<file path="config.mk">
export PLATFORM = sky130hd
export DESIGN_NAME = branch_ctrl_flat
export DESIGN_NICKNAME = d
export VERILOG_FILES = /design/src/rtl/branch_ctrl_if.sv /design/src/rtl/branch_ctrl.sv /design/src/flat_wrapper.sv
export SDC_FILE = /design/constraint.sdc
export NUM_CORES = 1
export LEC_CHECK = 0
export CAP_MARGIN = 20
export CORE_MARGIN = 2
export CORE_UTILIZATION = 50
export CTS_CLUSTER_DIAMETER = 40
export DETAILED_ROUTE_END_ITERATION = 7
export PLACE_DENSITY = 0.71
export SLEW_MARGIN = 5
export SYNTH_ARGS = -nofsm -noshare
export SYNTH_HDL_FRONTEND = slang
export SYNTH_SLANG_ARGS = --single-unit
</file>
<file path="constraint.sdc">
create_clock -name clock -period 3.93 [get_ports clock]
set_input_delay 0.786 -clock clock [delete_from_list [all_inputs] [get_ports clock]]
set_output_delay 0.786 -clock clock [all_outputs]
set_load 0.02 [all_outputs]
</file>
<file path="src/rtl/branch_ctrl_if.sv">
// Stage-2 branch bus between the pipeline and the branch controller.
// The pipeline side drives the instruction and flags; the controller returns fetch control.
interface branch_ctrl_if #(
  parameter int PC_W = 12
);
  logic            stall;
  logic [15:0]     br_ir;
  logic [PC_W-1:0] br_pc;
  logic [3:0]      szcv;
  logic            halt_req;
  logic [PC_W-1:0] pc;
  logic            flush;
  logic            halting;

  modport master (
    output stall, br_ir, br_pc, szcv, halt_req,
    input  pc, flush, halting
  );

  modport slave (
    input  stall, br_ir, br_pc, szcv, halt_req,
    output pc, flush, halting
  );
endinterface

</file>
<file path="src/rtl/branch_ctrl.sv">
// Branch controller: resolves stage-2 branches, drives the fetch pc and flush,
// and keeps a return-address stack for BAL/BR.
module branch_ctrl #(
  parameter int PC_W      = 12,
  parameter int RAS_DEPTH = 16,
  parameter int CNT_W     = $clog2(RAS_DEPTH + 1)
) (
  input  logic             clock,
  input  logic             reset,
  branch_ctrl_if.slave     bus,
  output logic [CNT_W-1:0] ras_count,
  output logic             ras_overflow,
  output logic             ras_underflow
);
  localparam int               IDX_W = (RAS_DEPTH > 1) ? $clog2(RAS_DEPTH) : 1;
  localparam logic [CNT_W-1:0] FULL  = CNT_W'(RAS_DEPTH);

  typedef enum logic {RUN, HALTED} state_t;

  state_t          state, state_nx;
  logic [PC_W-1:0] pc_q, pc_nx;
  logic            flush_q, flush_nx;
  logic [CNT_W-1:0] count_nx;
  logic            ovf_nx, unf_nx;
  logic            push;
  logic [PC_W-1:0] ras_mem [RAS_DEPTH];

  logic [4:0]      op5;
  logic            is_b, is_br, is_bal, is_cond, cond_taken;
  logic [15:0]     disp;
  logic [PC_W-1:0] target, ret_addr, pc_inc, top;
  logic [IDX_W-1:0] push_idx, top_idx;
  logic            s_flag, z_flag, v_flag, unused_c_flag;

  assign op5      = bus.br_ir[15:11];
  assign is_b     = (op5 == 5'b10100);
  assign is_br    = (op5 == 5'b10101);
  assign is_bal   = (op5 == 5'b10110);
  assign is_cond  = (bus.br_ir[15:10] == 6'b101110);
  assign s_flag   = bus.szcv[3];
  assign z_flag   = bus.szcv[2];
  assign v_flag   = bus.szcv[0];
  assign unused_c_flag = bus.szcv[1];

  assign disp     = {{8{bus.br_ir[7]}}, bus.br_ir[7:0]};
  assign target   = bus.br_pc + disp[PC_W-1:0];
  assign ret_addr = bus.br_pc + PC_W'(1);
  assign pc_inc   = pc_q + PC_W'(1);
  assign push_idx = IDX_W'(ras_count);
  assign top_idx  = IDX_W'(ras_count - CNT_W'(1));
  assign top      = ras_mem[top_idx];

  always_comb begin
    cond_taken = 1'b0;
    if (is_cond) begin
      case (bus.br_ir[9:8])
        2'b00:   cond_taken = z_flag;
        2'b01:   cond_taken = s_flag ^ v_flag;
        2'b10:   cond_taken = z_flag | (s_flag ^ v_flag);
        default: cond_taken = ~z_flag;
      endcase
    end
  end

  // Flush slot beats everything but stall/halt; a BR on an empty stack falls
  // through to the sequential/halt path while still raising underflow.
  always_comb begin
    state_nx = state;
    pc_nx    = pc_q;
    flush_nx = flush_q;
    count_nx = ras_count;
    ovf_nx   = ras_overflow;
    unf_nx   = ras_underflow;
    push     = 1'b0;
    if (!bus.stall && state == RUN) begin
      if (flush_q) begin
        pc_nx    = pc_inc;
        flush_nx = 1'b0;
      end else if (is_bal) begin
        pc_nx    = target;
        flush_nx = 1'b1;
        if (ras_count == FULL) begin
          ovf_nx = 1'b1;
        end else begin
          push     = 1'b1;
          count_nx = ras_count + CNT_W'(1);
        end
      end else if (is_br && ras_count != '0) begin
        pc_nx    = top;
        flush_nx = 1'b1;
        count_nx = ras_count - CNT_W'(1);
      end else if (is_b || cond_taken) begin
        pc_nx    = target;
        flush_nx = 1'b1;
      end else begin
        if (is_br) begin
          unf_nx = 1'b1;
        end
        if (bus.halt_req) begin
          state_nx = HALTED;
        end else begin
          pc_nx    = pc_inc;
          flush_nx = 1'b0;
        end
      end
    end
  end

  always_ff @(posedge clock) begin
    if (reset) begin
      state         <= RUN;
      pc_q          <= '0;
      flush_q       <= 1'b0;
      ras_count     <= '0;
      ras_overflow  <= 1'b0;
      ras_underflow <= 1'b0;
    end else begin
      state         <= state_nx;
      pc_q          <= pc_nx;
      flush_q       <= flush_nx;
      ras_count     <= count_nx;
      ras_overflow  <= ovf_nx;
      ras_underflow <= unf_nx;
    end
  end

  // Stack contents are not reset; only ras_count defines which entries are valid.
  always_ff @(posedge clock) begin
    if (!reset && push) begin
      ras_mem[push_idx] <= ret_addr;
    end
  end

  assign bus.pc      = pc_q;
  assign bus.flush   = flush_q;
  assign bus.halting = (state == HALTED);
endmodule

</file>
<file path="src/flat_wrapper.sv">
// flat-port wrapper written by rule: the top's interface ports become plain ports
module branch_ctrl_flat 
#(
  parameter int PC_W      = 12,
  parameter int RAS_DEPTH = 16,
  parameter int CNT_W     = $clog2(RAS_DEPTH + 1)
)
  (clock, reset, ras_count, ras_overflow, ras_underflow, bus_stall, bus_br_ir, bus_br_pc, bus_szcv, bus_halt_req, bus_pc, bus_flush, bus_halting);
  branch_ctrl_if #(.PC_W(PC_W)) bus_i ();
  input  logic clock;
  input  logic reset;
  output logic [CNT_W-1:0] ras_count;
  output logic ras_overflow;
  output logic ras_underflow;
  input wire logic [$bits(bus_i.stall)-1:0] bus_stall;
  input wire logic [$bits(bus_i.br_ir)-1:0] bus_br_ir;
  input wire logic [$bits(bus_i.br_pc)-1:0] bus_br_pc;
  input wire logic [$bits(bus_i.szcv)-1:0] bus_szcv;
  input wire logic [$bits(bus_i.halt_req)-1:0] bus_halt_req;
  output wire logic [$bits(bus_i.pc)-1:0] bus_pc;
  output wire logic [$bits(bus_i.flush)-1:0] bus_flush;
  output wire logic [$bits(bus_i.halting)-1:0] bus_halting;
  assign bus_i.stall = bus_stall;
  assign bus_i.br_ir = bus_br_ir;
  assign bus_i.br_pc = bus_br_pc;
  assign bus_i.szcv = bus_szcv;
  assign bus_i.halt_req = bus_halt_req;
  assign bus_pc = bus_i.pc;
  assign bus_flush = bus_i.flush;
  assign bus_halting = bus_i.halting;
  branch_ctrl #(.PC_W(PC_W), .RAS_DEPTH(RAS_DEPTH), .CNT_W(CNT_W)) u_core (.clock(clock), .reset(reset), .bus(bus_i), .ras_count(ras_count), .ras_overflow(ras_overflow), .ras_underflow(ras_underflow));
endmodule
</file>
# After elaboration in Yosys (flattened, before gate mapping)
# Memories as Yosys holds them, arrays and structs flattened.
# Cells that the tools add are included.
[word_totals]
reg_bits = 21
mem_bits_rw = 192
wordCells = 63
mem_count = 1
[classes]
add_sub_neg = 5
n_eq_ne = 9
n_mux = 20
bitwise = 8
reduce_logical = 14
[memory_table]
columns = ["name", "depth", "width", "rd", "rd_clocked_by_memory_dff", "write_ports", "line_no", "rtl"]
rows = [
  ["u_core.ras_mem", 16, 12, 1, 0, 1, "branch_ctrl.sv:26", "logic [PC_W-1:0] ras_mem [RAS_DEPTH];"],
]
[op_table]
columns = ["operator", "count"]
rows = [
  ["12-bit two-way mux", 5],
  ["12-bit by 1-bit adder with 12-bit output (second input constant)", 2],
  ["5-bit equality test (second input constant)", 4],
  ["5-bit two-way mux", 3],
  ["12-bit adder", 1],
  ["6-bit AND reduction", 2],
  ["1-bit two-way mux", 11],
  ["4-bit AND reduction", 2],
  ["6-bit equality test (second input constant)", 1],
  ["1-bit inverter", 6],
  ["5-bit by 1-bit adder with 5-bit output (second input constant)", 1],
  ["5-bit by 1-bit != test with 1-bit output (second input constant)", 1],
  ["5-bit nonzero test", 1],
  ["5-bit by 1-bit subtractor with 5-bit output (second input constant)", 1],
  ["1-bit logical AND", 3],
  ["1-bit case mux with 3 select lines", 1],
  ["2-bit by 1-bit equality test with 1-bit output (second input constant)", 1],
  ["2-bit equality test (second input constant)", 1],
  ["1-bit zero test", 2],
  ["2-bit zero test", 1],
  ["2-bit != test (second input constant)", 1],
  ["2-bit AND reduction", 1],
  ["2-bit nonzero test", 1],
  ["1-bit logical OR", 1],
  ["other kinds (2)", 2],
]

# Logic depth before layout (Yosys ltp)
[logic_depth]
word_depth = 9
ltp_mapped = 14
ltp_nobuf = 10

# Least setup slack after synthesis
# No wires, ideal clock.
[synth_timing]
path_kind = "reg-to-reg"
startpoint = "reg u_core.ras_count[0]"
endpoint = "mem u_core.ras_mem[0][0], enable pin"
t_arrival_ns = 3.210
t_required_ns = 3.534
path_slack_ns = 0.324
path_stages_with_launch = 10
path_buffers = 3
period_less_slack_ns = 3.606
cell_sequence = "dfxtp_1 -> buf_2 -> buf_4 -> buf_4 -> inv_1 -> ha_1 -> and2_1 -> a2111oi_2 -> nand2_1 -> nor3_1"
[synth_via]
elab_chain_cells = 8
[synth_lines]
columns = ["element", "line_no", "rtl"]
rows = [
  ["from (decl)", "branch_ctrl.sv:11", "output logic [CNT_W-1:0] ras_count,"],
  ["from (signal assigned)", "branch_ctrl.sv:121", "ras_count <= count_nx;"],
  ["5-bit equality test", "branch_ctrl.sv:82", "if (ras_count == FULL) begin"],
  ["1-bit two-way mux", "branch_ctrl.sv:82", ""],
  ["1-bit two-way mux", "branch_ctrl.sv:79", "end else if (is_bal) begin"],
  ["1-bit two-way mux", "branch_ctrl.sv:76", "if (flush_q) begin"],
  ["1-bit two-way mux", "branch_ctrl.sv:75", "if (!bus.stall && state == RUN) begin"],
  ["1-bit logical AND", "branch_ctrl.sv:129", "if (!reset && push) begin"],
  ["1-bit two-way mux", "branch_ctrl.sv:129", ""],
  ["1-bit two-way mux (not written as such)", "branch_ctrl.sv:130", "ras_mem[push_idx] <= ret_addr;"],
  ["to (decl)", "branch_ctrl.sv:26", ""],
]
# Several ways; a longest one is shown, not always the timed one.

# Worst setup path after layout
[layout_timing]
startpoint = "reg u_core.ras_count[0]"
endpoint = "reg u_core.pc_q[0] (netlist: u_core.bus.pc[0])"
[layout_via]
elab_chain_cells = 5
word_cells_on_any_way = 9
[layout_lines]
columns = ["element", "line_no", "rtl"]
rows = [
  ["5-bit by 1-bit subtractor with 5-bit output / 5-bit nonzero test (equally long branches)", "branch_ctrl.sv:50, branch_ctrl.sv:88", ""],
  ["memory 16 x 12 bit / 1-bit logical AND (equally long branches)", "n/a", ""],
  ["12-bit two-way mux", "branch_ctrl.sv:88", "end else if (is_br && ras_count != '0) begin"],
  ["12-bit two-way mux", "branch_ctrl.sv:79", ""],
  ["12-bit two-way mux", "branch_ctrl.sv:76", ""],
  ["to (signal assigned)", "branch_ctrl.sv:119", "pc_q <= pc_nx;"],
  ["to (decl)", "branch_ctrl.sv:21", "logic [PC_W-1:0] pc_q, pc_nx;"],
]
# Several ways; a longest one is shown, not always the timed one.
# A chain may end at the register's enable or synchronous reset.

==> flow_summary_export.csv <==
group,metric,value,unit
timing,tightest_slew,1.019,ns
detailed_routing,vias,5693,
logic_synthesis,synth-edff-count,192,
critical_path,cpMostUsedCell,"a21oi_1",
timing,finalSetupViolations,0,
detailed_routing,post_drt_wl_per_cell,22.79,um
floorplanning,row_count,50,
pwr,p_leak,0.003749,uW
clock_network,cts_tree,"done",
timing,maxSlewViolCount,0,
logic_synthesis,yosysTopAreaCell,"edfxtp_1",
clock_network,clk_latency,0.54,ns
timing,min_period,3.132,ns
clock_network,htree_levels,1,
floorplanning,die_y,142.0,um
critical_path,slowest_stage,"ha_2",
timing,fin_crit_sh,0.7970,
floorplanning,boundaryPins,57,
logic_synthesis,ys_ff_latch,213,
logic_synthesis,synth_area_leaders,"edfxtp_1 61%, mux4_2 13%, dfxtp_1 4.4%, ha_1 2.2%, nor2_1 1.7%",
logic_synthesis,synth_cells,597,
pwr,seq_power_share,0.476,
flow_run,drv_cap,0,
timing,finalClockSkew,0.01635,ns
place,io_buffer_count,55,
logic_synthesis,ys.flop_type,"edfxtp_1",
timing,rsz0062_at_grt,"no",
critical_path,crit_type,"flop to flop",
finish,final_core_util,0.6155,
worst_hold_path,hold_path_class,"flop to flop",
floorplanning,die_w,142.0,um
critical_path,worst_ep_required_time,4.34,ns
detailed_routing,firstDrtPassIters,5,
timing,slew_headroom,0.3175,
pwr,p_comb_frac,0.049,
logic_synthesis,syn_area,0.009518,mm2
timing,hold_viol,0,
clock_network,cts_buffers,27,
finish,fill_cells,1351,
logic_synthesis,synth_cell_types,60,
finish,final_nets,749,
logic_synthesis,yosysSeqAreaShare,0.6499,
pwr,peakVddDrop,0.4000,mV
floorplanning,dieArea,0.02016,mm2
timing,setup_tns,0,ns
place,dp_hpwl,13920,um
pwr,power_density,454.6,mW/mm2
timing,hold_slack,0.4751,ns
critical_path,path_max_fanout,36,
clock_network,cts_setup_buffers,0,
critical_path,path_cells,"inv_1 -> ha_2 -> buf_12 -> mux4_2 -> nor2b_1 -> a211oi_1 -> a21oi_1 -> a21oi_1 -> o22a_1 -> o21ai_1",
logic_synthesis,synth_top_cell_area_share,0.6058,
grt,gr-usage-all-layers,0.2178,
timing,fmax,319.3,MHz
detailed_routing,vias_per_cell,6.012,
pwr,clkPwrFrac,0.475,
grt,grt_pass1_vias,5685,
logic_synthesis,avgSynthCellArea,15.94,um2
floorplanning,fp.coreArea,0.01871,mm2
finish,syn2layout_area_growth,20.97,%
clock_network,path_clk_slew,0.06,ns
pwr,switchingPower,1155,uW
pwr,swShare,0.2207,
grt,antenna_found_initial,0,
finish,diodes,0,
grt,overflow,0,
critical_path,arrival,3.55,ns
clock_network,clk_path_buf_depth,3,
floorplanning,initial_core_util,0.5088,
detailed_routing,routed_wl,21580,um
place,globalplace.congestion,0.8908,
critical_path,crit_path_start_kind,"flop",
finish,drive_gt1_frac,0.2202,
grt,grt_max_degree,37,
logic_synthesis,async_reset_ff_frac,0,
critical_path,end_kind,"flop",
clock_network,ctsResizeCount,0,
clock_network,cts_sinks,213,
detailed_routing,drt_iter0_markers,361,
logic_synthesis,yosys_warnings,0,
grt,grt_pass1_wl,32690,um
clock_network,clock-root-buffer,"clkbuf_16",
detailed_routing,drtAntennaViolNets,0,
run_status,outcome,"completed",
logic_synthesis,syn_nets,651,
clock_network,postCtsHoldBufs,0,
critical_path,max_stage_delay,0.61,ns
detailed_routing,drc,0,
pwr,p_int,4079,uW
layout make-up:
cell class                 count  area, um2  share of cell area
tap                          234      292.8             0.02543
clock inverter                19      242.7             0.02108
timing repair buffer          92      865.8             0.07520
multi-input combinational    349       3198              0.2778
clock buffer                  28      679.4             0.05901
sequential                   213       6190              0.5376
inverter                      12      45.04            0.003912
synth_stat cells (2+ instances only):
library cell and count:
edfxtp_1 192, mux4_2 53, nor2_1 43, nand2_1 37, a21oi_1 23, dfxtp_1 21, ha_1 17, o21ai_0 17
xnor2_1 17, nor3_1 14, xor2_1 13, nand3_1 12, inv_1 11, mux2i_1 10, clkbuf_1 9, a21o_1 8
buf_2 8, nor2b_1 8, nand4_1 7, o31ai_1 6, a211oi_1 4, a31oi_1 4, buf_4 4, nand2b_1 3
o211ai_1 3, o21a_1 3, or2_2 3, or3_1 3, a211o_1 2, a2bb2oi_1 2, a41oi_1 2, and2_1 2
and3_1 2, buf_6 2, mux2_2 2, nor3_2 2, nor4_1 2, o21ai_1 2, o32a_1 2, o32ai_1 2
placed cells by master (no fill, tap or decap), drive strengths merged, types with 18 or more instances in the layout:
| cell type | count |
|---|---|
| mux4 | 53 |
| dfxtp | 21 |
| buf | 36 |
| a21oi | 23 |
| inv | 18 |
| o21ai | 19 |
| edfxtp | 192 |
| nor2 | 44 |
| xnor2 | 18 |
| clkdlybuf4s50 | 55 |
| nand2 | 37 |
| clkbuf | 29 |
kinds of logic after synthesis:
| kind of cell | count (synthesis) | synth area share |
|---|---|---|
| AO/OA/AOI/OAI | 92 | 0.06810 |
| XOR/XNOR | 31 | 0.02932 |
| adder cells (fa/ha/maj) | 18 | 0.02445 |
| buffers and inverters | 35 | 0.01801 |
| flip-flops | 213 | 0.6499 |
| multiplexers | 65 | 0.1383 |
| AND/OR/NAND/NOR | 143 | 0.07191 |
state kept, by name, summed over array words and instances (netlist names):
name	count
u_core.bus.halting	1
u_core.ras_overflow	1
u_core.ras_count	5
u_core.bus.flush	1
u_core.ras_mem	192
u_core.ras_underflow	1
u_core.bus.pc	12
power by group through the flow:
stage	Clock (uW)	Combinational (uW)	Sequential, uW
global placement	0	244	2540
detailed placement	0	252	2540
global route	2610	279	2490
finish	2490	257	2490
CTS	2530	254	2490
floorplan	0	133	2540
through the flow:
stage	cell area [um2]	cells	setup WS, ns	power, uW
4_1_cts	11480	944	0.7626	5272
6_report	11510	947	0.7979	5234
3_5_place_dp	10560	897	0.3271	2789
2_1_floorplan	9518	597	0.3235	2674
5_1_grt	11510	947	0.6456	5376
3_3_place_gp	10550	896	0.5004	2780
final timing paths:
path	from	to	slack [ns]	depth (start not counted)
hold reg to reg	u_core.ras_underflow	u_core.ras_underflow	0.48	2
setup / recovery	u_core.ras_count[0]	u_core.bus.pc[0]	0.80	10
setup reg to reg	u_core.ras_count[0]	u_core.bus.pc[0]	0.80	10
hold / removal	u_core.ras_underflow	u_core.ras_underflow	0.48	2
routing by layer:
layer | track usage | vias to the layer above | wire length [um]
met5 | 0 | - | 0
met2 | 0.3600 | 221 | 10490
met4 | 0.06579 | 0 | 593
met1 | 0.3002 | 2852 | 9136
li1 | - | 2575 | -
met3 | 0.03869 | 45 | 1368
critical path: cells and delay by family (launching register included):
family,cells,cell delay [ns]
compound gates,5,0.86
fa+ha+maj,1,0.61
flops,1,0.58
buf+inv,2,0.44
mux,1,0.33
simple gates,1,0.15
(Power assumes the default switching activity.)
